[src/rtl/if_stage.sv]
// RV32I instruction fetch stage.
// Owns the PC, presents a combinational byte address to instruction memory,
// and captures the returned word (or a NOP on a fault) into the IF/ID register.
// Once a faulting entry is captured, fetch stops until a redirect arrives.
module if_stage #(
   parameter int          DEPTH    = 8192,
   parameter logic [31:0] RESET_PC = 32'h0000_0000
) (
   input  logic                     clk,
   input  logic                     rst,
   input  logic                     redirect,
   input  logic [31:0]              redirect_pc,
   input  logic                     id_ready,
   output logic [$clog2(DEPTH)-1:0] imem_addr,
   input  logic [31:0]              imem_instr,
   output logic                     id_valid,
   output logic [31:0]              id_pc,
   output logic [31:0]              id_pc4,
   output logic [31:0]              id_instr,
   output logic [1:0]               id_fault,
   output logic [31:0]              fetch_count
);

   localparam int          AW       = $clog2(DEPTH);
   localparam logic [31:0] MEM_END  = 32'(DEPTH);
   localparam logic [31:0] NOP      = 32'h0000_0013;

   typedef enum logic {RUN, FAULT} state_t;

   state_t      state;
   logic [31:0] pc;
   logic [31:0] pc4;
   logic [1:0]  fault;
   logic        load;

   // Memory address is the low bits of the PC; the range check uses the full PC.
   assign imem_addr = pc[AW-1:0];
   assign pc4       = pc + 32'd4;

   // Classify the current PC; misalignment wins over out-of-range.
   always_comb begin
      fault = 2'b00;
      if (pc[1:0] != 2'b00)
         fault = 2'b01;
      else if (pc >= MEM_END)
         fault = 2'b10;
   end

   // A new entry is captured when fetching, IF/ID is free or draining, and no redirect.
   assign load = (state == RUN) && (!id_valid || id_ready) && !redirect;

   // PC, fetch state and IF/ID register; priority rst > redirect > load > hold.
   always_ff @(posedge clk) begin
      if (rst) begin
         pc          <= RESET_PC;
         state       <= RUN;
         id_valid    <= 1'b0;
         id_pc       <= '0;
         id_pc4      <= '0;
         id_instr    <= '0;
         id_fault    <= 2'b00;
         fetch_count <= '0;
      end else if (redirect) begin
         // Kill whatever IF/ID holds, even if decode is stalled.
         pc       <= redirect_pc;
         state    <= RUN;
         id_valid <= 1'b0;
      end else if (load) begin
         id_valid    <= 1'b1;
         id_pc       <= pc;
         id_pc4      <= pc4;
         id_instr    <= (fault != 2'b00) ? NOP : imem_instr;
         id_fault    <= fault;
         fetch_count <= fetch_count + 32'd1;
         if (fault == 2'b00) begin
            pc <= pc4;
         end else begin
            state <= FAULT;
         end
      end else if (id_ready) begin
         // Not loading (fault stop): decode consumes the held entry.
         id_valid <= 1'b0;
      end
   end

endmodule

[config.mk]
export PLATFORM = sky130hd
export DESIGN_NAME = if_stage
export DESIGN_NICKNAME = d
export VERILOG_FILES = /design/src/rtl/if_stage.sv
export SDC_FILE = /design/constraint.sdc
export NUM_CORES = 1
export LEC_CHECK = 0
export ABC_CLOCK_PERIOD_IN_PS = 4600
export BUFFER_PORTS_ARGS = -buffer_cell sky130_fd_sc_hd__buf_2
export CAP_MARGIN = 10
export CORE_MARGIN = 2
export CORE_UTILIZATION = 45
export DETAILED_ROUTE_END_ITERATION = 16
export PLACE_DENSITY = 0.74
export SYNTH_ARGS = -nofsm -noshare
export SYNTH_HDL_FRONTEND = slang
export SYNTH_SLANG_ARGS = --single-unit
[constraint.sdc]
create_clock -name clk -period 4.6 [get_ports clk]
set_clock_uncertainty 0.05 [all_clocks]
set_input_delay 0.92 -clock clk [delete_from_list [all_inputs] [get_ports clk]]
set_output_delay 0.92 -clock clk [all_outputs]
set_load 0.05 [all_outputs]
# Word level (Yosys, flattened, before mapping)
# Cells that the tools add are included.
[word_totals]
regBits = 164
latch_bits = 0
ram_bits = 0
romBits = 0
in_bits = 68
out_inout_bits = 144
wordCells = 37
n_memories = 0
[classes]
addsub = 2
multipliers = 0
div = 0
order_cmp = 1
n_eq_ne = 0
n_shift = 0
n_mux = 8
n_bitwise = 3
reduce_logical = 15
[op_table]
columns = ["op", "count"]
rows = [
  ["$mux 32", 4],
  ["$add 32x1->32 const B", 1],
  ["$add 32x3->32 const B", 1],
  ["$ge 32x14->1 const B", 1],
  ["$reduce_bool 2->1", 5],
  ["$reduce_and 2->1", 3],
  ["$mux 2", 2],
  ["$not 1->1", 3],
  ["$logic_and 1x1->1", 2],
  ["$logic_not 1->1", 2],
  ["$logic_not 2->1", 1],
  ["$mux 1", 2],
  ["$reduce_or 2->1", 1],
  ["$logic_or 1x1->1", 1],
]

# Longest topological paths before layout
[depth]
word_depth = 7
mapped_depth = 7
ltp_nobuf = 6

# Least setup slack after synthesis
# No wires, ideal clock.
[synth_timing]
path_type = "input to register"
from = "input port redirect"
to = "register id_pc4[10]"
setup_time_ns = 0.137
arrival_time_ns = 2.218
required_ns = 4.413
setup_slack_ns = 2.194
cell_stages = 5
path_buffers = 3
path_cell_list = "clkbuf_1 -> nor3_1 -> clkbuf_1 -> clkbuf_1 -> a211oi_1"
[synth_via]
elab_chain_len = 3
elab_cells_between_ends = 4
cone_classes = "1 x bitwise; 3 x reduce/logical"
[synth_lines]
columns = ["item", "line", "source"]
rows = [
  ["start: declaration", "11", "input logic redirect,"],
  ["$logic_not 1->1", "50", "assign load = (state == RUN) && (!id_valid || id_ready) && !redirect;"],
  ["$logic_and 1x1->1", "50", ""],
  ["$reduce_and 2->1 (no source line) (*)", "-", ""],
  ["end signal: assignment", "71", "id_pc4 <= pc4;"],
  ["end: declaration", "18", "output logic [31:0] id_pc4,"],
]
# Every way passes the cells marked *; elsewhere a longest branch is shown, timed or not.
# A chain may end at the register's enable or synchronous reset.

# Final worst setup path
[layout_timing]
from = "input port id_ready"
to = "register id_instr[27]"
[layout_via]
elab_chain_len = 4
[layout_lines]
columns = ["item", "line", "source"]
rows = [
  ["start: declaration", "13", "input logic id_ready,"],
  ["$logic_or 1x1->1", "50", ""],
  ["$logic_and 1x1->1 (2 in a row)", "50", ""],
  ["$reduce_and 2->1 (no source line)", "-", ""],
  ["end signal: assignment", "72", "id_instr <= (fault != 2'b00) ? NOP : imem_instr;"],
  ["end: declaration", "19", "output logic [31:0] id_instr,"],
]
# Every way passes these cells.

==> metrics <==
outcome finished, final reports clean; most frequent cells in the layout 210 x buf_2, 162 x dfxtp_1, 109 x nor2_1; Routed Antenna Nets 0; unrepaired setup endpoints after global routing false; HP Start id_pc[10]$_SDFFE_PP0P_; Top FF cell, synth dfxtp_1; GRT Total Usage 20.8%; width of the die 128 µm; DRT iter0 DRCs 471; initial antenna violation count 0; fin. max-slew vios 0; share of cells above drive strength 1 29.9%; DRC 0; largest net degree at the start of global routing 76; placed cells 1111; Slew @ Worst Pin 1060 ps; XOR/XNOR Fraction of Synth Area 7.59%; reg2reg end id_pc4[24]$_SDFFE_PP0P_; Root Driver clkbuf_16; Final Hold Fails 0; worst r2r src pc[3]$_SDFFE_PP0P_; FF-to-FF path depth 6; Hold Path End id_pc[10]$_SDFFE_PP0P_; Final TNS setup 0 ps; Synth Area in Compound Gates 12.3%; synthesized area per cell 8.94 µm²; detailed-route via count 5939; Tightest Hold Check Type flop to flop; VDD IR-drop max 0.253 mV; drt pass-1 iters 4; Synth Net Count 846; asr flop ratio synth 0%; Fmax 0.396 GHz; CTS Buf Count 17; main combinational cell family by area after synthesis simple AND/OR/NAND/NOR gates; Critical Path RT 4910 ps; Syn Std Cell Area 6930 µm²; CP Data Arrival Time 2830 ps; Antenna Cells 0; first-pass GRT wire length 27300 µm; Worst Path Max Fanout 48; CTS Buffer Depth 2; setup slack, reg-to-reg 2250 ps; die area 16400 µm²; kind of start point of the critical path input pin; wire per inst 15.3 µm; Storage cell area 3240 µm²; Slew HR 29.0%; fraction of the mapped netlist area in simple logic gates 23.7%; Adder-Cell Fraction of Synth Area 0.542%; post-synth cell types 42; Vias/cell 5.20; Seq cells post-synth 162; CTS Hold Bufs 0; commonest non-fill, non-tap cell in the layout buf_2; area of the multi-input gates 3270 µm²; Synth warnings 0; IO Pins 212; gpl congestion 0.769; Core Box Area 15100 µm²; vias in the first global route 5253; pre-CTS setup slack 1600 ps; critical path class input pin to flop; Remaining Overflow, GRT 0; Max-Cap Viols 0; multiplexer share of the synthesized area 3.03%; die height 128 µm; final worst slack 2070 ps; nets 1013; Clock Latency Late Sink 420 ps; Post-synth EDFFs 0; Synth-to-Final Area Change 23.2%; PD cells 400 nW/µm²; DP HPWL 12000 µm; TritonCTS clock tree built; post-synthesis sequential area ratio 46.8%; Synth Instances 775; placed inst area 7920 µm²; clock slew at reported path FFs 60 ps; CP startpoint id_ready; Fillers 1373; post-cts resize count 0; final worst path period share 54.9%; H-tree Lvls 4; WL final 17500 µm; critical path endpoint category flop; starting density of the core 45.7%; Row Count 45; Setup-failing EPs final 0; fin area 8540 µm²; minimum clock period 2530 ps; Non-Filler Instances 1143; total leakage power 3.68 nW; I/O Buffers 211; Sink Count 162; Hold Path Stages 2; hold_ws 403 ps; Setup Buffers After CTS 0
-- metrics by stage --
step | power [W] | utilization (%)
after CTS | 0.00344 | 56.4
final | 0.00341 | 56.4
after global routing | 0.00354 | 56.4
after floorplan | 0.00188 | -
after detailed placement | 0.00199 | 52.3
after global placement | 0.00199 | 52.3
-- worst max-delay path, cell delays in order --
cell and delay (ps):
buf_2 100, nor2b_1 280, or3_2 900, buf_4 380
a22oi_1 110, nor2_1 120
-- report_power, final --
group,internal [W],leakage (nW),switching (W)
Clock,0.000881,0.295,0.000574
Sequential,0.00146,1.32,0.0000589
Combinational,0.000118,2.06,0.000322
Total,0.00246,3.68,0.000954
-- logic make-up (layout without fill, tap and decap cells) --
family                     Yosys count  in the layout
muxes                               21             21
adders and majority gates            3              3
buffers and inverters               82            262
DFF                                162            162
xor gates and xnor gates            60             60
AOI/OAI and AO/OA                  125            125
and+or+nand+nor                    322            322
-- layout make-up --
cell class              instances  area share, %
clock buffers                  19           5.31
clock inverters                13           1.86
inverters                      10          0.440
multi-input cells             531           38.3
flip-flops and latches        162           38.0
well taps                     188           2.76
repair buffers                220           13.3
-- worst max-delay path by stage --
stage                                endpoint  slack, ps  cells after the start
finish              id_instr[27]$_SDFFE_PP0P_       2070                      6
CTS                 id_instr[27]$_SDFFE_PP0P_       2030                      6
global placement    id_instr[19]$_SDFFE_PP0P_       1640                      6
detailed placement  id_instr[27]$_SDFFE_PP0P_       1600                      6
global route        id_instr[21]$_SDFFE_PP0P_       1870                      6
floorplan             id_pc4[10]$_SDFFE_PP0P_       2190                      5
-- registers in the layout, summed over array words and instances (netlist names) --
register     flops
id_instr        32
fetch_count     32
id_pc           32
pc              32
id_valid         1
id_pc4          30
id_fault         2
state            1
-- Yosys cell counts, types with 9 or more instances --
cell type	count	area [µm²]
buf_2	14	70.1
a22oi_2	9	113
a22oi_1	20	150
clkbuf_1	35	131
xnor2_1	18	158
and4_1	10	87.6
nand3_1	21	105
nor2_1	109	409
and3_1	12	75.1
buf_4	15	113
nand4_1	21	131
xor2_1	42	368
mux2i_1	21	210
dfxtp_1	162	3240
nand2_1	92	345
inv_1	9	33.8
a211oi_1	39	293
nor2_2	9	56.3
a21oi_1	45	225
-- layer usage --
metal	wire (µm)	vias to the layer above	global-route usage, %	share of wire [%]
met5	0	-	0	0
met4	280	0	6.92	1.6
met3	1060	22	5.63	6.1
met2	7980	163	31.9	46
met1	8160	2762	28.6	47
li1	-	2992	-	-
Power figures use the tool's default switching activity.
